--- src/rtl/alu_seq.sv ---
// Registered ALU with START/BUSY/DONE handshake and an optional iterative shift-add multiplier.
// Define ALU_MUL_EN to compile in the multiplier (OP=10); otherwise OP=10 reports ILLEGAL.
module alu_seq #(
  parameter int WIDTH = 16
) (
  input  logic             CLK,
  input  logic             RST_N,
  input  logic             START,
  input  logic [3:0]       OP,
  input  logic [WIDTH-1:0] A,
  input  logic [WIDTH-1:0] B,
  output logic             BUSY,
  output logic             DONE,
  output logic [WIDTH-1:0] ALUOut,
  output logic             ZERODETECT,
  output logic             OVF,
  output logic             ILLEGAL
);

  localparam int SW = $clog2(WIDTH);

  localparam logic [3:0] OP_ADD  = 4'd0;
  localparam logic [3:0] OP_SUB  = 4'd1;
  localparam logic [3:0] OP_SLL  = 4'd2;
  localparam logic [3:0] OP_SRA  = 4'd3;
  localparam logic [3:0] OP_OR   = 4'd4;
  localparam logic [3:0] OP_AND  = 4'd5;
  localparam logic [3:0] OP_XOR  = 4'd6;
  localparam logic [3:0] OP_SRL  = 4'd7;
  localparam logic [3:0] OP_SLT  = 4'd8;
  localparam logic [3:0] OP_SLTU = 4'd9;
`ifdef ALU_MUL_EN
  localparam logic [3:0] OP_MUL  = 4'd10;
`endif

  logic [WIDTH-1:0] out_reg, out_next;
  logic             zero_reg, zero_next;
  logic             ovf_reg, ovf_next;
  logic             ill_reg, ill_next;
  logic             done_reg, done_next;

  // Single-cycle datapath; the multiplier opcode falls into the illegal default here
  logic [WIDTH-1:0] alu_res;
  logic             alu_ovf;
  logic             alu_ill;
  logic [WIDTH-1:0] sum;
  logic [WIDTH-1:0] diff;
  logic [SW-1:0]    shamt;

  always_comb begin
    alu_res = '0;
    alu_ovf = 1'b0;
    alu_ill = 1'b0;
    sum     = A + B;
    diff    = A - B;
    shamt   = B[SW-1:0];
    case (OP)
      OP_ADD: begin
        alu_res = sum;
        alu_ovf = (A[WIDTH-1] == B[WIDTH-1]) && (sum[WIDTH-1] != A[WIDTH-1]);
      end
      OP_SUB: begin
        alu_res = diff;
        alu_ovf = (A[WIDTH-1] != B[WIDTH-1]) && (diff[WIDTH-1] != A[WIDTH-1]);
      end
      OP_SLL:  alu_res = A << shamt;
      OP_SRA:  alu_res = $signed(A) >>> shamt;
      OP_OR:   alu_res = A | B;
      OP_AND:  alu_res = A & B;
      OP_XOR:  alu_res = A ^ B;
      OP_SRL:  alu_res = A >> shamt;
      OP_SLT:  alu_res = {{(WIDTH-1){1'b0}}, ($signed(A) < $signed(B))};
      OP_SLTU: alu_res = {{(WIDTH-1){1'b0}}, (A < B)};
      default: alu_ill = 1'b1;
    endcase
  end

`ifdef ALU_MUL_EN
  localparam int CW = $clog2(WIDTH + 1);

  typedef enum logic {
    S_IDLE,
    S_MUL
  } state_t;

  state_t           state_reg, state_next;
  logic [CW-1:0]    count_reg, count_next;
  logic [WIDTH-1:0] mcand_reg, mcand_next;
  logic [WIDTH-1:0] mplier_reg, mplier_next;
  logic [WIDTH-1:0] acc_reg, acc_next;
  logic [WIDTH-1:0] acc_sum;

  always_ff @(posedge CLK or negedge RST_N) begin
    if (!RST_N) begin
      state_reg  <= S_IDLE;
      count_reg  <= '0;
      mcand_reg  <= '0;
      mplier_reg <= '0;
      acc_reg    <= '0;
    end else begin
      state_reg  <= state_next;
      count_reg  <= count_next;
      mcand_reg  <= mcand_next;
      mplier_reg <= mplier_next;
      acc_reg    <= acc_next;
    end
  end

  always_comb begin
    state_next  = state_reg;
    count_next  = count_reg;
    mcand_next  = mcand_reg;
    mplier_next = mplier_reg;
    acc_next    = acc_reg;
    out_next    = out_reg;
    zero_next   = zero_reg;
    ovf_next    = ovf_reg;
    ill_next    = ill_reg;
    done_next   = 1'b0;
    acc_sum     = acc_reg + (mplier_reg[0] ? mcand_reg : '0);
    case (state_reg)
      S_IDLE: begin
        if (START) begin
          if (OP == OP_MUL) begin
            mcand_next  = A;
            mplier_next = B;
            acc_next    = '0;
            count_next  = CW'(WIDTH);
            state_next  = S_MUL;
          end else begin
            out_next  = alu_res;
            zero_next = (alu_res == '0);
            ovf_next  = alu_ovf;
            ill_next  = alu_ill;
            done_next = 1'b1;
          end
        end
      end
      S_MUL: begin
        acc_next    = acc_sum;
        mcand_next  = mcand_reg << 1;
        mplier_next = mplier_reg >> 1;
        count_next  = count_reg - 1'b1;
        // Final iteration retires straight into the result register
        if (count_reg == CW'(1)) begin
          out_next   = acc_sum;
          zero_next  = (acc_sum == '0);
          ovf_next   = 1'b0;
          ill_next   = 1'b0;
          done_next  = 1'b1;
          state_next = S_IDLE;
        end
      end
      default: state_next = S_IDLE;
    endcase
  end

  assign BUSY = (state_reg == S_MUL);
`else
  always_comb begin
    out_next  = out_reg;
    zero_next = zero_reg;
    ovf_next  = ovf_reg;
    ill_next  = ill_reg;
    done_next = 1'b0;
    if (START) begin
      out_next  = alu_res;
      zero_next = (alu_res == '0);
      ovf_next  = alu_ovf;
      ill_next  = alu_ill;
      done_next = 1'b1;
    end
  end

  assign BUSY = 1'b0;
`endif

  always_ff @(posedge CLK or negedge RST_N) begin
    if (!RST_N) begin
      out_reg  <= '0;
      zero_reg <= 1'b0;
      ovf_reg  <= 1'b0;
      ill_reg  <= 1'b0;
      done_reg <= 1'b0;
    end else begin
      out_reg  <= out_next;
      zero_reg <= zero_next;
      ovf_reg  <= ovf_next;
      ill_reg  <= ill_next;
      done_reg <= done_next;
    end
  end

  assign ALUOut     = out_reg;
  assign ZERODETECT = zero_reg;
  assign OVF        = ovf_reg;
  assign ILLEGAL    = ill_reg;
  assign DONE       = done_reg;

endmodule

--- config.mk ---
export PLATFORM = sky130hd
export DESIGN_NAME = alu_seq
export DESIGN_NICKNAME = d
export VERILOG_FILES = /design/src/rtl/alu_seq.sv
export SDC_FILE = /design/constraint.sdc
export NUM_CORES = 1
export LEC_CHECK = 0
export ABC_AREA = 1
export CORE_MARGIN = 2
export CORE_UTILIZATION = 56
export CTS_CLUSTER_DIAMETER = 60
export DETAILED_ROUTE_END_ITERATION = 8
export DONT_BUFFER_PORTS = 1
export PLACE_DENSITY = 0.81
export SYNTH_ARGS = -nofsm -noshare
export SYNTH_HDL_FRONTEND = slang
export SYNTH_SLANG_ARGS = --single-unit
--- constraint.sdc ---
create_clock -name CLK -period 1.2 [get_ports CLK]
set_input_delay 0.36 -clock CLK [delete_from_list [all_inputs] [get_ports CLK]]
set_output_delay 0.36 -clock CLK [all_outputs]
set_load 0.05 [all_outputs]
==> results.toml, run 1 <==
[outcome]
status = "stopped before the end"
stop_stage = "global routing (5_1_grt)"
error = "[ERROR GRT-0232] Routing congestion too high. Check the congestion heatmap in the GUI."

[synthesis]
ys_warn_count = 0
syn-instance-count = 1025
avgSynthCellArea_um2 = 5.22
ys_seq_area_frac = 0.0935
syn_nets = 1115
yosys_register_bits = 20
synth_area_mm2 = 0.00536
synth_cell_type_count = 40

[global_routing]
grt_usage = 0.774
grt_overflow = 123
grt_max_degree = 34

[clock_tree]
cts_max_level = 1
clockRootBuffer = "clkbuf_8"
clk_path_buf_depth = 2
clock_sinks = 20
cts_inserted_buffers = 3

[floorplan]
die_x_um = 102
io_pins = 60
rows = 35
die_h_um = 102
initial_core_util = 0.580

[place]
io_buffers = 0
dp_hpwl_mm = 18.4
placed_cells = 1301
gp_congestion = 1.03

[sta]
worst_endpoint = "ZERODETECT$_DFFE_PN0P_/D"
endpoint_type = "register input"
-- repair_timing --
item	CTS
gates cloned	0
hold buffers	1
gates resized for setup	257
endpoints found under the hold margin	20
pin swaps	88
setup endpoints to repair	34
buffers inserted	26
-- Yosys cell counts (all sizes together) --
library cell,n,share of area
o21ai,24,0.022
nand4,17,0.020
o221ai,2,0.0033
a22oi,1,0.0014
o21bai,1,0.0014
nor3b,1,0.0014
buf,36,0.044
clkbuf,4,0.0028
nand2,369,0.26
clkinv,1,0.00093
xnor2,1,0.0016
nand3b,1,0.0014
a31oi,8,0.0093
and2,5,0.0058
o21a,1,0.0014
nor2,117,0.087
inv,138,0.097
a21oi,28,0.028
dfrtp,20,0.093
nor3,17,0.017
or2,1,0.0012
o211ai,4,0.0056
o22ai,2,0.0023
conb,1,0.00070
nand3,173,0.16
fa,2,0.0075
ha,49,0.11
xor2,1,0.0016
-- metrics by stage --
step	instance area (um2)	utilization	setup WS (ns)	hold WS, ns
floorplan	5460	-	-0.968	0.0644
global placement	6760	0.732	-1.18	0.0648
detailed placement	6760	0.732	-1.23	0.0648
CTS	7880	0.853	-0.733	0.124
-- routing by layer --
metal  GRT overflow  track usage
met1              3        0.792
met5              0       0.0625
met4             53        0.847
met2             66        0.979
met3              1        0.520
-- kinds of logic after synthesis --
family | count (synthesis) | synth area share
other | 1 | 0.000700
DFF | 20 | 0.0935
xor gates and xnor gates | 2 | 0.00327
adders and majority gates | 51 | 0.122
buffers and inverters | 179 | 0.145
and+or+nand+nor | 701 | 0.561
AOI/OAI and AO/OA | 71 | 0.0748
==> inputs of run 2 (changes only) <==
--- a/config.mk
+++ b/config.mk
@@ -7,11 +7,10 @@
 export LEC_CHECK = 0
 export ABC_AREA = 1
 export CORE_MARGIN = 2
-export CORE_UTILIZATION = 56
-export CTS_CLUSTER_DIAMETER = 60
+export CORE_UTILIZATION = 40
 export DETAILED_ROUTE_END_ITERATION = 8
 export DONT_BUFFER_PORTS = 1
-export PLACE_DENSITY = 0.81
+export PLACE_DENSITY_LB_ADDON = 0.15
 export SYNTH_ARGS = -nofsm -noshare
 export SYNTH_HDL_FRONTEND = slang
 export SYNTH_SLANG_ARGS = --single-unit
==> run 2 against run 1 <==
Area after synthesis unchanged; the flow now finishes, with violations (negative setup slack); synthesized cell count stayed put.
==> results.toml, run 2 <==
[outcome]
status = "finished with violations"
violations = "negative setup slack"

[synthesis]
synth.top_cell.area_share = 0.253
yosysMostFrequentCell = "nand2_1"
syn-instance-count = 1025
synthTopCellsByCount = "361 x nand2_1, 171 x nand3_1, 130 x inv_1, 109 x nor2_1, 49 x ha_1"
ys_seq_area_frac = 0.0935
synth_edf_count = 0
avgSynthCellArea_um2 = 5.22
synth_compound_area_frac = 0.0748
synth_xor_area_frac = 0.00327
synth_top_area_cell = "nand2_1"
yosys_register_bits = 20
muxShareOfSynthArea = 0
syn_nets = 1115
synth_cell_type_count = 40
synthAdderAreaFrac = 0.122
ys_warn_count = 0
synth_area_mm2 = 0.00536
synthFlopType = "dfrtp_1"
synth_top_family_by_area = "simple AND/OR/NAND/NOR gates"
synthSimpleGateAreaFrac = 0.561
synth_area_leaders = "nand2_1 25%, nand3_1 16%, ha_1 11%"
async_reset_ff_frac = 1.00

[floorplan]
io_pins = 60
die_h_um = 120
die_x_um = 120
rows = 42
design.core.area_mm2 = 0.0131
initial_core_util = 0.408
dieArea_mm2 = 0.0143

[layout]
fillCellCount = 1159
most-common-layout-cells = "277 x nand2_1, 180 x buf_4, 138 x nand3_1, 87 x inv_1, 73 x nor2_1"
multi_input_comb_area_mm2 = 0.00534
seq_area_um2 = 510
antenna_cells = 0
area.growth.synth_to_final_pct = 62.6
largest_register_ffs = 16
fin_nets = 1306
final_common_cell = "nand2_1"
drive_above_1_share = 0.425
final_area_mm2 = 0.00871
instances_no_fill = 1390

[worst_setup_path]
critPathKind = "primary input to flop"
slowest_delay_ns = 0.25
path_common_cell = "nand2_1"
cp-start-kind = "primary input"
crit_path_top_delay_cell = "a21oi_1"
end_kind = "flop"
r2r_slack_ns = 0.23
required_ns = 1.39
crit_path_max_fanout = 6
cp_cell_sequence = "inv_1 > ha_4 > buf_4 > a21oi_1 > nand2_1 > inv_1 > nand4_1 > nand3_1 > nand2_1 > nor2_2 > nand2_1 > nor2_1 > nand4_1 > nand2_1"
path_buf_inv = 3
critPathArrivalTime_ns = 2.21
crit_family = "simple AND/OR/NAND/NOR gates"

[global_routing]
grt_max_degree = 34
grt_pass1_wl_mm = 36.8
grt_usage = 0.324
grt_pass1_vias = 7147
grt_overflow = 0
antenna_found_initial = 0

[sta]
slew_violations = 0
fin_crit_sh = 1.68
fmax_mhz = 495
worst_pin_slew_ns = 0.862
fin_worst_skew_ns = 0
rsz0062_at_grt = "yes"
finalHoldViolations = 0
max_slew_margin = 0.425
min_period_ns = 2.02
fin_ws_ns = -0.819
setup-violations-final = 27

[place]
placed_cells = 1350
placed_area_mm2 = 0.00686
dp_hpwl_mm = 18.4
io_buffers = 0
gp_congestion = 0.974

[clock_tree]
clock_sinks = 20
clockRootBuffer = "clkbuf_16"
cts_max_level = 1
clkLatencyLatePin_ns = 0.25
cts_tree = "built"
clk_path_buf_depth = 2
cts_inserted_buffers = 3
clk_pin_slew_worst_paths_ns = 0.05

[routing]
drtIter0Drc = 736
drt-pass1-iter-count = 8
drc = 0
via_count = 7531
vias_per_cell = 5.42
totalWireLength_mm = 24.2
post_drt_wl_per_cell_um = 17.4
final_antenna_net_count = 0

[pwr]
power.density_mw_per_mm2 = 615
peakVddDrop_mv = 0.399
p_total_mw = 5.36
p_leak_nw = 4.55

[job]
cap_violations = 0

[hold_path]
hold_class = "primary input to flop"
-- run 2: cell counts after synthesis --
No cell type changed its count.
-- run 2: cell families after synthesis --
family                   Yosys count
AO/OA/AOI/OAI                     71
XOR/XNOR                           2
adder cells (fa/ha/maj)           51
buffers and inverters            179
flip-flops                        20
other                              1
AND/OR/NAND/NOR                  701
-- run 2: cell type report --
class / instances / share of cell area
Timing Repair Buffer: 226 / 0.223
Sequential cell: 20 / 0.0586
Inverter: 139 / 0.0713
Multi-Input combinational cell: 826 / 0.613
Tap cell: 176 / 0.0253
Clock buffer: 3 / 0.00862
-- run 2: where the power goes --
| group | internal [mW] | switching, mW | total, mW |
|---|---|---|---|
| registers | 0.757 | 0.309 | 1.07 |
| logic | 1.62 | 2.01 | 3.63 |
| clock network | 0.439 | 0.224 | 0.663 |
| total | 2.82 | 2.54 | 5.36 |
-- run 2: worst paths after layout --
path / startpoint / endpoint / cells past startpoint
setup / recovery: B[9] / ZERODETECT / 14
hold / removal: START / DONE / 0
setup reg to reg: ALUOut[12] / ALUOut[12] / 2
hold reg to reg: ALUOut[7] / ALUOut[7] / 2
max in group asynchronous: RST_N / ALUOut[8] / 1
min in group asynchronous: RST_N / ALUOut[9] / 1
-- run 2: per-stage QoR --
stage	hold WS, ns	setup WS (ns)	setup TNS, ns	util
6_report	0.142	-0.819	-9.76	0.663
2_1_floorplan	0.0644	-0.968	-12.90	-
3_5_place_dp	0.0648	-1.26	-17.26	0.522
5_1_grt	0.133	-0.881	-11.17	0.663
4_1_cts	0.138	-0.747	-10.95	0.613
3_3_place_gp	0.0648	-1.25	-16.80	0.522
-- run 2: worst register-to-register path, delay by kind of cell, from the launching register on --
family | cells | cell delay [ns]
AND/OR/NAND/NOR | 1 | 0.17
flip-flops | 1 | 0.64
AO/OA/AOI/OAI | 1 | 0.08
-- run 2: what timing repair did --
item                                   in CTS  in global routing
resized for setup                         252                151
pin swaps                                  97                 74
setup endpoints to repair                  35                 48
endpoints found under the hold margin      20                  0
buffers inserted                           34                 14
hold buffers                                1                  0
-- run 2: per-layer routing --
metal	GRT usage	wire, um	vias to the layer above
met1	0.422	9590	3417
met4	0.188	1490	0
li1	-	-	3655
met3	0.0337	2100	81
met2	0.520	11000	378
met5	0	0	-
No activity file was read; power rests on OpenSTA's default activity.
